## src/rtl/sid_stream_recorder_pkg.sv

```systemverilog
// sid_stream_recorder_pkg
// Shared definitions for the SID stream recorder, the ROM-driven player and
// the entry FIFO: stream constants, the recorder FSM state type and the
// 13-bit playback entry layout.
package sid_stream_recorder_pkg;

   // addr code that marks a delay entry in the playback stream
   localparam logic [4:0] DELAY_CMD = 5'h1f;
   // highest SID register that is recorded; writes above it are ignored
   localparam logic [4:0] MAX_REG   = 5'h1c;
   localparam int unsigned NUM_REGS = 29;

   typedef enum logic [1:0] {
      IDLE       = 2'd0,
      EMIT_DELAY = 2'd1,
      EMIT_WRITE = 2'd2
   } rec_state_t;

   typedef struct packed {
      logic [4:0] addr;
      logic [7:0] data;
   } sid_entry_t;

endpackage

```

## src/rtl/sid_stream_recorder_if.sv

```systemverilog
// sid_stream_recorder_if
// Valid/ready stream of playback entries leaving the recorder.
//   out_valid  entry available (recorder -> consumer)
//   out_addr   entry addr field: SID register or DELAY_CMD
//   out_data   entry data field: register value or delay count
//   out_ready  consumer accepts the entry when out_valid && out_ready
// Modports: master = recorder side, slave = FIFO / entry writer side.
interface sid_stream_recorder_if;

   logic       out_valid;
   logic       out_ready;
   logic [4:0] out_addr;
   logic [7:0] out_data;

   modport master (output out_valid, output out_addr, output out_data, input out_ready);
   modport slave  (input out_valid, input out_addr, input out_data, output out_ready);

endinterface

```

## src/rtl/sid_stream_recorder_gap_counter.sv

```systemverilog
// sid_gap_counter
// Counts idle SID cycles between recorded writes.
//   clk, reset  main clock, asynchronous active-high reset
//   inc         one idle SID cycle was accepted
//   clr         discard the count (write captured or recording disabled)
//   gap         current idle count, 9 bits
//   chunk_last  gap is 255: the next accepted idle cycle completes a
//               256-cycle chunk, which the owner flushes as a 0xFF delay
// The 256th idle cycle is the flush itself, so the count wraps straight to
// zero on that increment instead of lingering at 256.
module sid_gap_counter (
   input  logic       clk,
   input  logic       reset,
   input  logic       inc,
   input  logic       clr,
   output logic [8:0] gap,
   output logic       chunk_last
);

   logic [8:0] gap_reg;

   always_ff @(posedge clk or posedge reset) begin
      if (reset) begin
         gap_reg <= '0;
      end else if (clr) begin
         gap_reg <= '0;
      end else if (inc) begin
         if (gap_reg == 9'd255) begin
            gap_reg <= '0;
         end else begin
            gap_reg <= gap_reg + 9'd1;
         end
      end
   end

   assign gap        = gap_reg;
   assign chunk_last = (gap_reg == 9'd255);

endmodule

```

## src/rtl/sid_stream_recorder.sv

```systemverilog
// sid_stream_recorder
// Snoops SID register writes and encodes them into the ROM playback stream:
// write entries (reg, value) and delay entries (DELAY_CMD, N) covering N+1
// SID cycles. Idle cycles accumulate in a gap counter; a write preceded by a
// gap emits the delay first while the write waits in a pending register.
//   clk, reset   main clock, asynchronous active-high reset
//   ce_1m        SID cycle enable; rec_en sampled only when it is high
//   we/addr/data_in  snooped SID write bus
//   stream       entry output (out_valid/out_addr/out_data/out_ready)
//   overflow     sticky: an event needing an emission arrived while busy
//   entry_count  accepted entries, saturating
// Optional macro SIDREC_DEDUP_EN: suppress writes repeating the value already
// recorded for that register; such writes count as idle cycles.
module sid_stream_recorder
   import sid_stream_recorder_pkg::*;
#(
   parameter int COUNT_WIDTH = 16
) (
   input  logic                   clk,
   input  logic                   reset,
   input  logic                   ce_1m,
   input  logic                   rec_en,
   input  logic                   we,
   input  logic [4:0]             addr,
   input  logic [7:0]             data_in,
   sid_stream_recorder_if.master  stream,
   output logic                   overflow,
   output logic [COUNT_WIDTH-1:0] entry_count
);

   rec_state_t state_reg, state_next;

   logic [8:0]  gap;
   logic        chunk_last;
   logic        in_range, dup, sid_event, wr_event, idle_event, is_idle;
   logic        capture_wr, capture_flush, gap_inc, gap_clr, handshake;
   logic [7:0]  delay_val_reg;
   sid_entry_t  pending_reg;
   logic        pending_valid_reg;
   logic        overflow_reg;
   logic [COUNT_WIDTH-1:0] count_reg;
   logic        out_valid_c;
   sid_entry_t  out_entry_c;

   assign in_range   = (addr <= MAX_REG);
   assign sid_event  = ce_1m && rec_en;
   assign wr_event   = sid_event && we && in_range && !dup;
   assign idle_event = sid_event && !wr_event;
   assign is_idle    = (state_reg == IDLE);

   assign capture_wr    = wr_event && is_idle;
   assign capture_flush = idle_event && chunk_last && is_idle;
   // An idle cycle that would complete a chunk while busy is dropped with
   // the gap left as is; any other idle cycle counts even while busy.
   assign gap_inc   = idle_event && !(chunk_last && !is_idle);
   assign gap_clr   = (ce_1m && !rec_en) || capture_wr;
   assign handshake = out_valid_c && stream.out_ready;

`ifdef SIDREC_DEDUP_EN
   logic [7:0]          shadow_mem [0:NUM_REGS-1];
   logic [NUM_REGS-1:0] written_reg;

   // Shadow tracks what the stream has been told, so only captured writes
   // update it; dropped writes leave it untouched.
   always_ff @(posedge clk) begin
      if (capture_wr) begin
         shadow_mem[addr] <= data_in;
      end
   end

   always_ff @(posedge clk or posedge reset) begin
      if (reset) begin
         written_reg <= '0;
      end else if (capture_wr) begin
         written_reg[addr] <= 1'b1;
      end
   end

   assign dup = in_range && written_reg[addr] && (shadow_mem[addr] == data_in);
`else
   assign dup = 1'b0;
`endif

   sid_gap_counter u_gap (
      .clk        (clk),
      .reset      (reset),
      .inc        (gap_inc),
      .clr        (gap_clr),
      .gap        (gap),
      .chunk_last (chunk_last)
   );

   // FSM state register
   always_ff @(posedge clk or posedge reset) begin
      if (reset) begin
         state_reg <= IDLE;
      end else begin
         state_reg <= state_next;
      end
   end

   // FSM next-state logic
   always_comb begin
      state_next = state_reg;
      case (state_reg)
         IDLE: begin
            if (capture_flush) begin
               state_next = EMIT_DELAY;
            end else if (capture_wr) begin
               state_next = (gap != 9'd0) ? EMIT_DELAY : EMIT_WRITE;
            end
         end
         EMIT_DELAY: begin
            if (stream.out_ready) begin
               state_next = pending_valid_reg ? EMIT_WRITE : IDLE;
            end
         end
         EMIT_WRITE: begin
            if (stream.out_ready) begin
               state_next = IDLE;
            end
         end
         default: state_next = IDLE;
      endcase
   end

   // FSM outputs: a pure decode of the state register and of registers that
   // only load in IDLE, so the entry holds steady while stalled and drops
   // together with the state on reset.
   always_comb begin
      out_valid_c = 1'b0;
      out_entry_c = '0;
      case (state_reg)
         EMIT_DELAY: begin
            out_valid_c      = 1'b1;
            out_entry_c.addr = DELAY_CMD;
            out_entry_c.data = delay_val_reg;
         end
         EMIT_WRITE: begin
            out_valid_c = 1'b1;
            out_entry_c = pending_reg;
         end
         default: ;
      endcase
   end

   assign stream.out_valid = out_valid_c;
   assign stream.out_addr  = out_entry_c.addr;
   assign stream.out_data  = out_entry_c.data;

   // Entry payload, pending write, overflow and accepted-entry count
   always_ff @(posedge clk or posedge reset) begin
      if (reset) begin
         delay_val_reg     <= '0;
         pending_reg       <= '0;
         pending_valid_reg <= 1'b0;
         overflow_reg      <= 1'b0;
         count_reg         <= '0;
      end else begin
         if (capture_flush) begin
            delay_val_reg <= 8'hff;
         end else if (capture_wr && (gap != 9'd0)) begin
            // gap is below 256 here: a full chunk is flushed on its own
            delay_val_reg <= gap[7:0] - 8'd1;
         end

         if (capture_wr) begin
            pending_reg.addr  <= addr;
            pending_reg.data  <= data_in;
            pending_valid_reg <= 1'b1;
         end else if ((state_reg == EMIT_WRITE) && stream.out_ready) begin
            pending_valid_reg <= 1'b0;
         end

         if ((wr_event || (idle_event && chunk_last)) && !is_idle) begin
            overflow_reg <= 1'b1;
         end

         if (handshake && (count_reg != {COUNT_WIDTH{1'b1}})) begin
            count_reg <= count_reg + {{(COUNT_WIDTH-1){1'b0}}, 1'b1};
         end
      end
   end

   assign overflow    = overflow_reg;
   assign entry_count = count_reg;

endmodule

```

## src/flat_wrapper.sv

```systemverilog
// flat-port wrapper written by rule: the top's interface ports become plain ports
module sid_stream_recorder_flat import sid_stream_recorder_pkg::*;
#(
   parameter int COUNT_WIDTH = 16
)
  (clk, reset, ce_1m, rec_en, we, addr, data_in, overflow, entry_count, stream_out_valid, stream_out_addr, stream_out_data, stream_out_ready);
  sid_stream_recorder_if stream_i ();
  input  logic clk;
  input  logic reset;
  input  logic ce_1m;
  input  logic rec_en;
  input  logic we;
  input  logic [4:0] addr;
  input  logic [7:0] data_in;
  output logic overflow;
  output logic [COUNT_WIDTH-1:0] entry_count;
  output wire logic [$bits(stream_i.out_valid)-1:0] stream_out_valid;
  output wire logic [$bits(stream_i.out_addr)-1:0] stream_out_addr;
  output wire logic [$bits(stream_i.out_data)-1:0] stream_out_data;
  input wire logic [$bits(stream_i.out_ready)-1:0] stream_out_ready;
  assign stream_out_valid = stream_i.out_valid;
  assign stream_out_addr = stream_i.out_addr;
  assign stream_out_data = stream_i.out_data;
  assign stream_i.out_ready = stream_out_ready;
  sid_stream_recorder #(.COUNT_WIDTH(COUNT_WIDTH)) u_core (.clk(clk), .reset(reset), .ce_1m(ce_1m), .rec_en(rec_en), .we(we), .addr(addr), .data_in(data_in), .stream(stream_i), .overflow(overflow), .entry_count(entry_count));
endmodule
```

## config.mk

```make
export PLATFORM = sky130hd
export DESIGN_NAME = sid_stream_recorder_flat
export DESIGN_NICKNAME = d
export VERILOG_FILES = /design/src/rtl/sid_stream_recorder_pkg.sv /design/src/rtl/sid_stream_recorder_if.sv /design/src/rtl/sid_stream_recorder_gap_counter.sv /design/src/rtl/sid_stream_recorder.sv /design/src/flat_wrapper.sv
export SDC_FILE = /design/constraint.sdc
export NUM_CORES = 1
export LEC_CHECK = 0
export ABC_AREA = 1
export CAP_MARGIN = 15
export CORE_MARGIN = 10
export CORE_UTILIZATION = 50
export CTS_CLUSTER_DIAMETER = 100
export DETAILED_ROUTE_END_ITERATION = 12
export GPL_TIMING_DRIVEN = 0
export PLACE_DENSITY = 0.75
export SYNTH_ARGS = -nofsm -noshare
export SYNTH_HDL_FRONTEND = slang
export SYNTH_SLANG_ARGS = --single-unit
```

## constraint.sdc

```tcl
create_clock -name clk -period 2.5 [get_ports clk]
set_clock_uncertainty 0.05 [all_clocks]
set_input_delay 0.5 -clock clk [delete_from_list [all_inputs] [get_ports clk]]
set_output_delay 0.5 -clock clk [all_outputs]
set_load 0.01 [all_outputs]
```

==> results by group <==
Run status
  – Status: complete, no violations

Logic synthesis
  – Post-Syn Area per Cell: about 7.4 sq um
  – Syn nets: 428
  – Post-synthesis sequential area ratio: 0.419
  – Seq cells post-synth: 50
  – Yosys warnings: 0
  – Distinct cell type count after synthesis: 31
  – Post-synthesis cell count: ~400
  – Cell area after synthesis: approximately 0.0030 sq mm

Layout
  – Fillers: 531
  – Max reg flops: 16
  – Area grow syn2layout: 23.3%
  – Fin area: about 0.0037 sq mm
  – # diodes: 0
  – Layout net count: ~480
  – Fraction of layout cells with a size suffix above 1: 0.103

Clock network
  – Post-CTS setup buffer count: 0
  – Hold_buf cts: 0
  – H-tree depth: 2
  – Clk root buf: clkbuf_8
  – Clk_lat worst skew: approximately 0.30 ns
  – Clock Path Buffers: 2
  – CTS tree: built
  – CTS Buf Count: 5
  – Clock sink count: 50
  – Clk slew on worst S/H paths: 0.09 ns

Power and ir drop
  – Pleak: 1.82 nW
  – Tot Pwr: 3.20 mW
  – Power Dens Cells: 868 mW/mm^2
  – NetSw: 1.28 mW
  – Reg power frac: 0.403
  – Switching fraction of total power: 0.401
  – Peak supply drop: 0.708 mV
  – Power share of the clock group: 0.145
  – Int Power: 1.91 mW
  – Logic pwr share: 0.453

Placed design
  – PortBufs: 49
  – Routability cong.: around 0.9
  – Final HPWL from detailed placement: 5450 um
  – Post-DP Area: 0.00359 sq mm

Drt
  – Via count: 2657
  – Vias per cell: ~5
  – Total wire length: 6890 um
  – DRC: 0
  – Wirelength per Cell: around 13 um
  – First drt pass iteration count: 4
  – Initial DRC Count: 81
  – Final ANT Viol Nets: 0

Job
  – Max Cap Viol: 0

Global routing
  – Largest net degree at the start of global routing: 32
  – Global-route wire length before repair: 11800 um
  – Number of global-route vias before repair: 2602
  – Initial antenna violation count: 0
  – Grt ovf: 0
  – Total GRT Usage: 0.145

Timing
  – RSZ-0062 raised after global routing: no
  – Max-slew violations: 0
  – Final setup TNS: 0 ns
  – Slew @ Worst Pin: 0.538 ns
  – Crit path time final: 2.32 ns
  – Max-slew headroom: 0.638
  – Fin. Hold Viols: 0
  – Final Setup Violations: 0
  – F_max: 431 MHz
  – Fin crit share: 0.929

Setup path
  – Worst Setup Start Kind: register
  – Worst path required time: 1.95 ns
  – Setup CP Type: reg2out
  – CP Capture Type: output pin
  – Critical-path maximum fanout: 10
  – CP arrival: 1.77 ns

Floorplanning
  – Die H: between 90 and 100 um
  – # rows: 28
  – DIE AREA: ~0.0095 sq mm
  – Placeable Area: 0.00585 sq mm
  – Die X-Extent: approximately 97 um
  – Initial core utilization: 0.510
  – Boundary Pins: 50

Worst hold path
  – Worst min-delay path class: reg2reg
## cells by family (layout without fill, tap and decap cells)
kind of cell,Yosys count,count (layout),synth area share
AND/OR/NAND/NOR,231,231,0.343
buffers and inverters,57,113,0.0805
flip-flops,50,50,0.419
AO/OA/AOI/OAI,40,40,0.0784
XOR/XNOR,17,17,0.0499
adder cells (fa/ha/maj),7,7,0.0293
## final timing paths
kind	cells after the start	endpoint	slack, ns	startpoint
max in group asynchronous	3	u_core.entry_count[14]	1.41	reset
worst min register to register	1	u_core.overflow	0.42	u_core.overflow
min in group asynchronous	2	u_core.pending_reg[6]	0.46	reset
worst min-delay path	1	u_core.overflow	0.42	u_core.overflow
worst max-delay path	6	stream_out_addr[0]	0.18	u_core.state_reg[1]
worst max register to register	11	u_core.entry_count[2]	0.64	u_core.entry_count[0]
## power by group through the flow
stage	registers, mW	clock network, mW	logic (mW)
after CTS	1.29	0.476	1.42
after floorplan	1.28	0	0.869
final	1.29	0.463	1.45
after global routing	1.33	0.516	1.63
after global placement	1.29	0	1.42
after detailed placement	1.30	0	1.46
## final cells by class
cell class | instances | area [sq um] | area share
Sequential cell | 50 | 1250 | 0.340
Buffer | 9 | 63.8 | 0.0173
Clock buffer | 5 | 68.8 | 0.0187
Inverter | 47 | 176 | 0.0479
Multi-Input combinational cell | 295 | 1520 | 0.412
Tap cell | 75 | 93.8 | 0.0255
Timing Repair Buffer | 50 | 498 | 0.135
Clock inverter | 2 | 13.8 | 0.00374
## Yosys cell counts (all sizes together)
library cell / n / share of area
a21o: 1 / 0.0025
dfrtp: 50 / 0.42
a21oi: 14 / 0.025
clkbuf: 3 / 0.0038
nor3b: 1 / 0.0025
nor3: 9 / 0.017
o21ai: 23 / 0.046
ha: 7 / 0.029
o211ai: 1 / 0.0025
nand4: 6 / 0.013
nor2: 25 / 0.041
inv: 47 / 0.059
o21bai: 1 / 0.0025
nand2: 153 / 0.20
xnor2: 3 / 0.0088
nand3b: 5 / 0.013
nand3: 32 / 0.061
xor2: 14 / 0.041
buf: 7 / 0.018
## critical path, cell delays in order (launching register included)
cell and delay (ns):
dfrtp_1 0.40, inv_1 0.12, ha_2 0.23, buf_4 0.17
inv_1 0.09, a21oi_1 0.15, dlygate4sd2_1 0.30
## placed cells by master (no fill, tap or decap), types with 5 or more instances in the layout
master and count:
clkbuf_8 5, dlygate4sd2_1 12, nand2_2 5, inv_1 41, nand2_1 148, xor2_1 14
nand3_1 29, dfrtp_1 50, nor2_1 20, nand4_1 6, nand3b_1 5, a21oi_1 13
o21ai_0 14, o21ai_2 7, inv_2 6, nor3_1 8, clkdlybuf4s50_1 36
## stage by stage
stage          std cells  utilization  setup WS, ns  hold slack, ns
2_1_floorplan        402            -         0.643           0.399
4_1_cts              533        0.626      -0.00286           0.436
5_1_grt              533        0.629        0.0296           0.446
6_report             533        0.629         0.178           0.424
3_3_place_gp         526        0.610        -0.209           0.396
3_5_place_dp         527        0.614       -0.0517           0.409
## per-layer routing
metal	GRT usage	wire length [um]	up-vias
met1	0.166	3030	1238
met5	0	0	-
met4	0.0380	92	0
li1	-	-	1371
met2	0.261	3500	41
met3	0.0349	267	7
## timing repair
item                       4_1_cts  5_1_grt
gates cloned                     0        0
gates resized for setup         16        5
setup endpoints to repair       13        1
Power figures use the tool's default switching activity.
